===== src/rtl/cpu_dcache_write_buffer.sv =====
// Posted-write FIFO between the CPU memory stage and the data cache.
// Store-to-load forwarding is built only when CPU_WB_FORWARD_EN is defined.
module cpu_dcache_write_buffer #(
  parameter int DEPTH = 4,
  parameter int AW    = 32,
  parameter int DW    = 32
) (
  input  logic          i_clock,
  input  logic          i_reset,
  input  logic          i_request,
  input  logic          i_rw,
  input  logic          i_flush,
  input  logic [AW-1:0] i_address,
  input  logic [DW-1:0] i_wdata,
  input  logic          i_cacheable,
  output logic          o_ready,
  output logic [DW-1:0] o_rdata,
  output logic          o_empty,
  output logic          o_dc_request,
  output logic          o_dc_rw,
  output logic          o_dc_flush,
  output logic [AW-1:0] o_dc_address,
  output logic [DW-1:0] o_dc_wdata,
  output logic          o_dc_cacheable,
  input  logic          i_dc_ready,
  input  logic [DW-1:0] i_dc_rdata
);

  localparam int PW = $clog2(DEPTH);

  typedef enum logic [2:0] {
    S_IDLE,
    S_DRAIN,
    S_WAIT,
    S_READ,
    S_FLUSH,
    S_RESP
  } state_t;

  state_t state_q, state_d;

  logic [AW-1:0]    addr_q [DEPTH];
  logic [DW-1:0]    data_q [DEPTH];
  logic [DEPTH-1:0] cach_q;
  logic [PW-1:0]    head_q, tail_q;
  logic [PW:0]      count_q;
  logic             drain_q, ack_q, ack_d;
  logic [DW-1:0]    rdata_q;

  logic fifo_empty, fifo_full;
  logic cpu_flush, cpu_read, cpu_write;
  logic open, drain_en, push, pop;
  logic fwd_hit, fwd_ok;
  logic [DW-1:0] fwd_data;

  assign fifo_empty = (count_q == '0);
  assign fifo_full  = (count_q == (PW+1)'(DEPTH));

  // o_ready masks the request still held during its own completion cycle
  assign cpu_flush = i_flush && !o_ready;
  assign cpu_read  = i_request && !i_rw && !i_flush && !o_ready;
  assign cpu_write = i_request && i_rw && !i_flush && !o_ready;

  assign open     = (state_q == S_IDLE) || (state_q == S_DRAIN);
  assign drain_en = open || (state_q == S_WAIT);
  assign push     = open && cpu_write && !fifo_full;
  assign pop      = drain_q && i_dc_ready;

`ifdef CPU_WB_FORWARD_EN
  logic [PW-1:0] fwd_idx;

  // Scan oldest to youngest so the last match wins
  always_comb begin
    fwd_hit  = 1'b0;
    fwd_data = '0;
    fwd_idx  = '0;
    for (int k = 0; k < DEPTH; k++) begin
      fwd_idx = head_q + PW'(k);
      if (((PW+1)'(k) < count_q) &&
          (addr_q[fwd_idx] == i_address)) begin
        fwd_hit  = 1'b1;
        fwd_data = data_q[fwd_idx];
      end
    end
  end
`else
  assign fwd_hit  = 1'b0;
  assign fwd_data = '0;
`endif

  assign fwd_ok = open && cpu_read && i_cacheable && fwd_hit;

  always_comb begin
    state_d = state_q;
    ack_d   = push || fwd_ok;
    unique case (state_q)
      S_IDLE: begin
        if (!fifo_empty)
          state_d = S_DRAIN;
        else if (cpu_flush || (cpu_read && !fwd_ok))
          state_d = S_WAIT;
      end
      S_DRAIN: begin
        if (fifo_empty)
          state_d = S_IDLE;
      end
      S_WAIT: begin
        if (fifo_empty && !drain_q)
          state_d = i_flush ? S_FLUSH : S_READ;
      end
      S_READ: begin
        if (i_dc_ready)
          state_d = S_RESP;
      end
      S_FLUSH: state_d = S_RESP;
      S_RESP:  state_d = S_IDLE;
      default: state_d = S_IDLE;
    endcase
  end

  always_ff @(posedge i_clock) begin
    if (i_reset) begin
      state_q <= S_IDLE;
      head_q  <= '0;
      tail_q  <= '0;
      count_q <= '0;
      drain_q <= 1'b0;
      ack_q   <= 1'b0;
      rdata_q <= '0;
    end else begin
      state_q <= state_d;
      ack_q   <= ack_d;
      if (push)
        tail_q <= tail_q + PW'(1);
      if (pop)
        head_q <= head_q + PW'(1);
      if (push && !pop)
        count_q <= count_q + (PW+1)'(1);
      else if (pop && !push)
        count_q <= count_q - (PW+1)'(1);
      // Dropping on pop forces a one-cycle gap between entries
      if (pop)
        drain_q <= 1'b0;
      else if (!drain_q && !fifo_empty && drain_en)
        drain_q <= 1'b1;
      if ((state_q == S_READ) && i_dc_ready)
        rdata_q <= i_dc_rdata;
      else if (fwd_ok)
        rdata_q <= fwd_data;
    end
  end

  always_ff @(posedge i_clock) begin
    if (push) begin
      addr_q[tail_q] <= i_address;
      data_q[tail_q] <= i_wdata;
      cach_q[tail_q] <= i_cacheable;
    end
  end

  assign o_ready      = ack_q || (state_q == S_RESP);
  assign o_rdata      = rdata_q;
  assign o_dc_request = drain_q || (state_q == S_READ);
  assign o_dc_rw      = drain_q;
  assign o_dc_flush   = (state_q == S_FLUSH);
  assign o_empty      = fifo_empty && !o_dc_request;

  assign o_dc_address =
    drain_q              ? addr_q[head_q] :
    (state_q == S_READ)  ? i_address      : '0;
  assign o_dc_wdata   = drain_q ? data_q[head_q] : '0;
  assign o_dc_cacheable =
    drain_q ? cach_q[head_q] :
    ((state_q == S_READ) && i_cacheable);

endmodule


===== config.mk =====
export PLATFORM = sky130hd
export DESIGN_NAME = cpu_dcache_write_buffer
export DESIGN_NICKNAME = d
export VERILOG_FILES = /design/src/rtl/cpu_dcache_write_buffer.sv
export SDC_FILE = /design/constraint.sdc
export NUM_CORES = 1
export LEC_CHECK = 0
export CAP_MARGIN = 15
export CORE_ASPECT_RATIO = 1.4
export CORE_MARGIN = 5
export CORE_UTILIZATION = 57
export DETAILED_ROUTE_END_ITERATION = 6
export PLACE_DENSITY = 0.85
export SYNTH_ARGS = -nofsm -noshare
export SYNTH_HDL_FRONTEND = slang
export SYNTH_SLANG_ARGS = --single-unit

===== constraint.sdc =====
create_clock -name i_clock -period 7.4 [get_ports i_clock]
set_input_delay 0.74 -clock i_clock [delete_from_list [all_inputs] [get_ports i_clock]]
set_output_delay 0.74 -clock i_clock [all_outputs]
set_load 0.005 [all_outputs]

# Word-level counts from Yosys, hierarchy flattened
# Memories as Yosys holds them, arrays and structs flattened. A register that Yosys moved wholly into a read port is not among the register bits.
# Index checks and enable logic that the tools add are counted.
# word_totals
regBits	48
ramBits	256
input_bits	103
out_inout_bits	102
elab_cells	89
mem_count	2
# classes
addsub	4
order_cmp	3
eq_ne	10
mux	24
reduce_logical	38
# mem_list
name	words	width	read_ports	rd_clocked_by_memory_dff	wr	line_no	text
addr_q	4	32	1	1	1	42	logic [AW-1:0] addr_q [DEPTH];
data_q	4	32	1	1	1	43	logic [DW-1:0] data_q [DEPTH];
# op_table
cell	n
32-bit 2-to-1 mux	3
3-bit 2-to-1 mux	8
1-bit logical AND	19
3-bit one-hot mux with 5 select lines	1
3-bit == test (second input constant)	3
1-bit logical NOT	9
2-bit 2-to-1 mux	4
3-bit by 2-bit == test with 1-bit output (second input constant)	2
3-bit logical NOT	2
2-bit by 3-bit < comparator with 1-bit output (second input constant)	2
1-bit logical OR	5
1-bit 2-to-1 mux	5
2-bit by 1-bit adder with 2-bit output (second input constant)	2
4-bit bitwise mux	1
2-bit != test (second input constant)	2
4-bit AND reduction	1
3-bit by 1-bit adder with 3-bit output (second input constant)	1
3-bit by 1-bit == test with 1-bit output (second input constant)	1
3-bit by 2-bit != test with 1-bit output (second input constant)	1
3-bit by 1-bit subtractor with 3-bit output (second input constant)	1
1-bit binary-select mux with 2-bit select	1
1-bit demux with 2-bit select	1
2-bit by 1-bit greater-or-equal comparator with 1-bit output (second input constant)	1
2-bit by 1-bit != test with 1-bit output (second input constant)	1
2 further kinds	2

# Longest topological paths before layout
# Gate-level depths: netlist (run 1).
# logic_depth
depth_word	10
depth_mapped	9
depth_no_buf	8

# Least setup slack after synthesis (run 1)
# Ideal clock, no wire load.
# synth_timing
kind	input to register
startpoint	in i_flush
endpoint	mem addr_q[0][0], enable pin
setup_time_ns	0.394
arrival_ns	2.699
t_required_ns	7.006
setup_slack_ns	4.306
path_stages	3
path_buffers	0
path_cell_list	or4b_4 a2111oi_4 and2_2
# synth_between
elab_chain_cells	7
# synth_lines
element	line_no	text
start, declared	12	input logic i_flush,
1-bit logical NOT	62	assign cpu_write = i_request && i_rw && !i_flush && !o_ready;
1-bit logical AND (2 in a row)	62	
1-bit logical AND (2 in a row)	66	assign push = open && cpu_write && !fifo_full;
via ack_d	47	logic drain_q, ack_q, ack_d;
1-bit 2-to-1 mux	154	if (push) begin
1-bit 2-to-1 mux (not written as such)	155	addr_q[tail_q] <= i_address;
end, declared	42	
# The timed path passes the listed nets, and every way through them passes these cells.

# Worst setup path after layout (run 1)
# layout_timing
startpoint	reg state_q[1]
endpoint	out o_dc_address[28]
# layout_between
elab_chain_cells	3
# layout_lines
element	line_no	text
start, declared	40	state_t state_q, state_d;
start signal, assigned	131	state_q <= state_d;
3-bit by 2-bit == test with 1-bit output	170	(state_q == S_READ) ? i_address : '0;
32-bit 2-to-1 mux	170	
32-bit 2-to-1 mux	169	drain_q ? addr_q[head_q] :
end, declared	22	output logic [AW-1:0] o_dc_address,
# Every way passes these cells.

==> results of run 1 <==
-- cells by family after synthesis --
family | Yosys count | synth area share
AO/OA/AOI/OAI | 82 | 0.04887
XOR/XNOR | 5 | 0.003726
adder cells (fa/ha/maj) | 6 | 0.007027
buffers and inverters | 48 | 0.01661
flip-flops | 306 | 0.7428
multiplexers | 67 | 0.1263
AND/OR/NAND/NOR | 133 | 0.05473
-- metal layers --
metal / track usage / up-vias / wire length [um]
li1: - / 2923 / -
met1: 0.2565 / 3249 / 9400
met2: 0.3448 / 261 / 12640
met3: 0.05425 / 32 / 1953
met4: 0.04652 / 0 / 443
met5: 0 / - / 0
-- worst max-delay path, stage by stage, from the launching register on --
cell and delay [ns]:
dfxtp_1 0.51, and3b_2 0.28, nor2b_4 0.78, a22o_1 0.32
clkdlybuf4s50_1 0.53
-- through the flow --
stage	hold slack (ns)	instance area (um^2)	total power, mW	utilization	cells
5_1_grt	0.4817	14900	4.278	0.7302	1122
4_1_cts	0.4539	14870	4.127	0.7288	1121
3_3_place_gp	0.4420	13990	2.749	0.6856	1069
6_report	0.4545	14900	4.101	0.7302	1122
2_1_floorplan	0.4527	11750	2.420	-	647
3_5_place_dp	0.4467	13990	2.772	0.6856	1069
-- power by group --
| part | internal [mW] | switching [mW] |
|---|---|---|
| logic | 0.429 | 0.318 |
| registers | 1.94 | 0.0522 |
| clock network | 0.775 | 0.586 |
-- final cells by class --
| type | count | area, um^2 |
|---|---|---|
| repair buffers | 208 | 2092 |
| flip-flops and latches | 306 | 8737 |
| inverters | 7 | 26.28 |
| well taps | 256 | 320.3 |
| fillers | 1184 | 5505 |
| clock inverters | 13 | 97.59 |
| clock buffers | 39 | 783.3 |
| multi-input cells | 293 | 2840 |
-- worst paths after layout --
path / end / slack (ns)
worst max-delay path: o_dc_address[28] / 3.71
worst min register to register: o_rdata[29] / 0.45
worst max register to register: count_q[2] / 4.41
worst min-delay path: o_rdata[29] / 0.45
-- registers in the layout (all words and copies together) (netlist names), named ones only --
name,flops
ack_q,1
addr_q,128
cach_q,4
count_q,3
data_q,128
head_q,2
o_dc_rw,1
o_rdata,32
state_q,3
tail_q,2
-- Yosys cell counts (all sizes together) --
cell     number
xor2          4
xnor2         1
and2b         1
a211oi        2
and3          1
o21ai         7
and3b         1
a22o         33
nand4         1
or4           1
nor2b         2
dfxtp        46
clkbuf       33
ha            5
and2         37
buf           8
inv           7
o21bai        1
edfxtp      260
mux2i         2
a2111oi       2
a21o          1
or3           2
fa            1
or2           1
nor3          1
mux4         65
nand2        70
nor2         12
a21oi        35
o2111ai       1
nand3         2
or4b          1
==> metrics.md, run 1 <==
| Metric | Value |
|---|---|
| Clock tree buffer depth | `3` |
| Initial Util | `0.5760` |
| Req. time, crit path | `between 6 and 7 ns` |
| Crit Path Max Fanout | `33` |
| Die area | `between 20000 and 25000 um^2` |
| Routability cong. | `a little under 0.8` |
| Share of layout cells above drive strength 1 | `0.1397` |
| Die height | `179.9 um` |
| Max-Cap Viols | `0` |
| Number of global-route vias before repair | `6994` |
| GR Overflow Total | `0` |
| GRT Total Usage | `0.2004` |
| RSZ-0062 raised after global routing | `no` |
| First-pass GRT wire length | `between 30000 and 40000 um` |
| Final WL | `24440 um` |
| Cell area after synthesis | `11750 um^2` |
| CTS Sinks | `~310` |
| Hold Path Class | `reg2reg` |
| Final min period | `~3.7 ns` |
| Core area | `between 20000 and 25000 um^2` |
| Setup TNS | `0 ns` |
| Reg clk slew, reported paths | `0.06 ns` |
| Post-Syn Instances | `around 650` |
| Static Leak | `between 4 and 5 nW` |
| Register bit total from synthesis | `slightly above 300` |
| Critical path type | `reg2out` |
| Endpoints failing hold | `0` |
| Area Growth Syn to Fin | `26.77%` |
| Yosys Warn Count | `0` |
| CTS buffer count | `28` |
| WL/cell | `~22 um` |
| Initial antenna violation count | `0` |
| Commonest non-fill, non-tap cell in the layout | `edfxtp_1` |
| Worst reg2reg startpoint | `state_q[2]` |
| Register area share after synthesis | `0.7428` |
| Status | `complete, no violations` |
| DRT antenna net count | `0` |
| Post-layout nets | `~950` |
| FF-to-FF path depth | `8` |
| Crit path capture type | `primary output` |
| Row count | `62` |
| Mean post-synth cell area | `around 18 um^2` |
| Fin worst setup slack | `roughly 3.7 ns` |
| Synth Net Count | `756` |
| F_max | `roughly 0.27 GHz` |
| Slew Viols, Final | `0` |
| DRC Markers | `0` |
| Drt first pass iters | `5` |
| Most frequent cells in the layout | `edfxtp_1 (260), clkdlybuf4s50_1 (204), nand2_1 (70)` |
| Die Span X | `131.4 um` |
| Arrival @ worst endpoint | `roughly 3.0 ns` |
| Layout Skew | `between 0.02 and 0.025 ns` |
| Area share of the largest cell type after synthesis | `0.6644` |
| N_diodes | `0` |
| Placement Setup Slack | `3.657 ns` |
| CTS tree | `yes` |
| Initial DRC Count | `about 470` |
| Top Ports | `205` |
| Count of different cell masters after synthesis | `37` |
| Top post-synthesis cells by area | `edfxtp_1 (66%), mux4_2 (12%), dfxtp_1 (7.8%), a22o_1 (2.5%), nand2_1 (2.2%)` |
| Peak VDD IR | `between 0.15 and 0.2 mV` |
| Crit path from | `state_q[1]` |
| Port bufs | `204` |
| Clock latency on the worst-skew pair | `0.53 ns` |
| CTS Root Cell | `clkbuf_16` |
| # resized after CTS | `0` |
| Vias post-DR | `6465` |
| CP Launch Type | `flop` |
| Final setup vio count | `0` |
| Slew headroom | `0.3035` |
| Final HPWL from detailed placement | `14860 um` |
| Pwr/cell area | `approximately 280 nW/um^2` |
| Hold Path Stages | `2` |
| CTS H-tree lvls | `1` |
| Buffer count from post-CTS setup fixing | `0` |
| Final worst path period share | `0.4992` |
| Via density | `just under 6` |
| Largest net degree at the start of global routing | `74` |
| Area leader, netlist | `edfxtp_1` |
| Slew of the pin with the lowest slew margin | `1.045 ns` |
| Post-CTS Hold Buffers | `0` |
| Worst hold start | `o_rdata[29]` |
Power figures use the tool's default switching activity.
==> run 2, diff against run 1 <==
- CORE_UTILIZATION: 57 -> 53
- PLACE_DENSITY: 0.85 -> 0.8
- clock period: 7.4 -> 3.8 ns (I/O delays scaled with it)
==> run 2 against run 1 <==
Clock power rose by 110%. Non-clock buffer count rose by 7. Register-to-register slack got worse by 3.5 ns. Die area rose by 7.0%. Sequential share of layout area fell by 0.87 points. Clock-buffer cell count fell by 4. Worst hold slack got worse by 0.066 ns. Wire length rose by 3.4%. Global-route usage rose by 0.075 points. Critical endpoint is now o_dc_address[18].
==> metrics.md, run 2 (same netlist as run 1, synthesis figures left out) <==
| Metric | Value |
|---|---|
| CTS buffer count | `29` |
| Clock power frac | `0.345` |
| Initial DRC Count | `approximately 430` |
| Commonest non-fill, non-tap cell in the layout | `edfxtp_1` |
| # resized after CTS | `0` |
| Reg2reg end | `count_q[2]` |
| Slowest CP cell | `nor2b_4` |
| Slew headroom | `0.2836` |
| Crit path largest cell delay | `slightly above 0.8 ns` |
| Final worst path period share | `0.8830` |
| Vias post-DR | `6576` |
| Crit Path Max Fanout | `33` |
| Status | `complete, no violations` |
| Final min period | `~3.4 ns` |
| CTS Root Cell | `clkbuf_16` |
| Post-place instance area | `14160 um^2` |
| Hold Crit Endpoint | `o_rdata[22]` |
| Area Growth Syn to Fin | `28.67%` |
| CTS H-tree lvls | `1` |
| Die Span X | `between 100 and 150 um` |
| Initial Util | `0.5375` |
| Post-CTS Hold Buffers | `0` |
| Reg clk slew, reported paths | `about 0.060 ns` |
| Crit-path cells | `and3b_2 -> nor2b_4 -> a22o_1 -> clkdlybuf4s50_1` |
| RSZ-0062 raised after global routing | `no` |
| Slew of the pin with the lowest slew margin | `roughly 1.1 ns` |
| Setup TNS | `0 ns` |
| Port bufs | `roughly 200` |
| CP Launch Type | `flop` |
| Routability cong. | `0.7802` |
| Placement Setup Slack | `0.5468 ns` |
| N_diodes | `0` |
| Hold Path Class | `in2reg` |
| Final setup vio count | `0` |
| Static Leak | `about 4.8 nW` |
| GRT Total Usage | `0.2011` |
| Post-layout nets | `slightly below 1000` |
| Top delay family on crit path | `simple AND/OR/NAND/NOR gates` |
| Fin worst setup slack | `roughly 0.44 ns` |
| GR Overflow Total | `0` |
| Combinational share of power | `0.173` |
| Worst hold start | `i_dc_rdata[22]` |
| Crit path buffers/inverters | `1` |
| Critical path type | `reg2out` |
| CTS Sinks | `approximately 300` |
| CTS tree | `yes` |
| Hold Path Stages | `3` |
| Worst reg2reg startpoint | `state_q[2]` |
| Req. time, crit path | `~3.4 ns` |
| Max-Cap Viols | `0` |
| Top Usage Layer GRT | `met2` |
| Die area | `approximately 25000 um^2` |
| Area taken by flip-flops and latches | `around 8700 um^2` |
| M1 GR Usage | `0.2398` |
| Area occupied by multi-input gates | `2840 um^2` |
| Die height | `around 190 um` |
| DRC Markers | `0` |
| Grt met3 use | `0.04763` |
| Initial antenna violation count | `0` |
| Internal power | `6.280 mW` |
| Number of global-route vias before repair | `about 7000` |
| Slew Viols, Final | `0` |
| Endpoints failing hold | `0` |
| Worst R2R Setup Slack | `0.96 ns` |
| F_max | `about 0.30 GHz` |
| Most frequent cells in the layout | `edfxtp_1 (260), clkdlybuf4s50_1 (204), nand2_1 (70)` |
| Crit path capture type | `primary output` |
| Row count | `64` |
| Switching part of the total | `0.2329` |
| Buffer count from post-CTS setup fixing | `0` |
| FF-to-FF path depth | `9` |
| DRT antenna net count | `0` |
| Clock latency on the worst-skew pair | `approximately 0.53 ns` |
| Fill cells | `between 1000 and 1500` |
| Largest net degree at the start of global routing | `65` |
| Switching pwr | `between 1.5 and 2 mW` |
| Layout Skew | `0.01555 ns` |
| Pwr/cell area | `between 500 and 600 nW/um^2` |
| Peak VDD IR | `0.3753 mV` |
| Post-route cell area | `15120 um^2` |
| Final WL | `25280 um` |
| First-pass GRT wire length | `between 30000 and 40000 um` |
| Grt met2 use | `0.3700` |
| Share of layout cells above drive strength 1 | `0.1520` |
| Top Ports | `just over 200` |
| Arrival @ worst endpoint | `between 2 and 3 ns` |
| Final HPWL from detailed placement | `between 15000 and 20000 um` |
| Drt first pass iters | `5` |
| Core area | `around 22000 um^2` |
| Via density | `5.611` |
| Clock tree buffer depth | `3` |
| WL/cell | `between 20 and 25 um` |
| Flop pwr share | `0.482` |
[run 2: changes by cell type in the layout (fill, tap and decap cells not counted), moves of 2 or more]
cell        previous run  this run
buf_12                 0         5
buf_4                  3         6
bufinv_16              1         3
clkbuf_1               8         3
clkinv_1               5         7
clkinv_4               0         2
clkinvlp_4             1         3
[run 2: worst max-delay path by stage]
stage / startpoint / endpoint / depth (start not counted)
4_1_cts: state_q[1] / o_dc_address[27] / 4
2_1_floorplan: state_q[2] / addr_q[0][0] / 4
3_3_place_gp: i_flush / count_q[2] / 10
5_1_grt: flop / o_dc_wdata[13] / 4
3_5_place_dp: i_flush / count_q[2] / 10
6_report: state_q[1] / o_dc_address[18] / 4
[run 2: power by group through the flow]
stage	Clock (mW)	Combinational, mW	Sequential, mW
3_5_place_dp	0	1.42	4.02
2_1_floorplan	0	0.821	3.89
4_1_cts	2.88	1.43	3.95
5_1_grt	3.05	1.52	3.97
6_report	2.83	1.41	3.95
3_3_place_gp	0	1.39	4.00
[run 2: worst min-delay path: stages]
cell,delay [ns]
clkdlybuf4s50_1,0.39
nand2_1,0.05
a21oi_1,0.05
[run 2: layer usage]
metal / up-vias / part of all wire
met5: - / 0
met4: 0 / 0.017
met3: 32 / 0.077
met2: 255 / 0.55
met1: 3353 / 0.36
li1: 2936 / -
[run 2: per-stage QoR]
stage	instances	hold WS [ns]	total power [mW]	util
after floorplan	647	0.4527	4.712	-
after global placement	1118	0.4429	5.389	0.6478
after detailed placement	1118	0.4505	5.439	0.6478
after CTS	1172	0.3691	8.270	0.6917
after global routing	1172	0.3892	8.543	0.6917
final	1172	0.3884	8.187	0.6917
[run 2: area by class of cell]
type | instances | area share
multi-input cells | 293 | 0.1878
clock buffers | 35 | 0.05147
well taps | 297 | 0.02458
repair buffers | 215 | 0.1446
clock inverters | 19 | 0.01192
inverters | 7 | 0.001738
flip-flops and latches | 306 | 0.5778
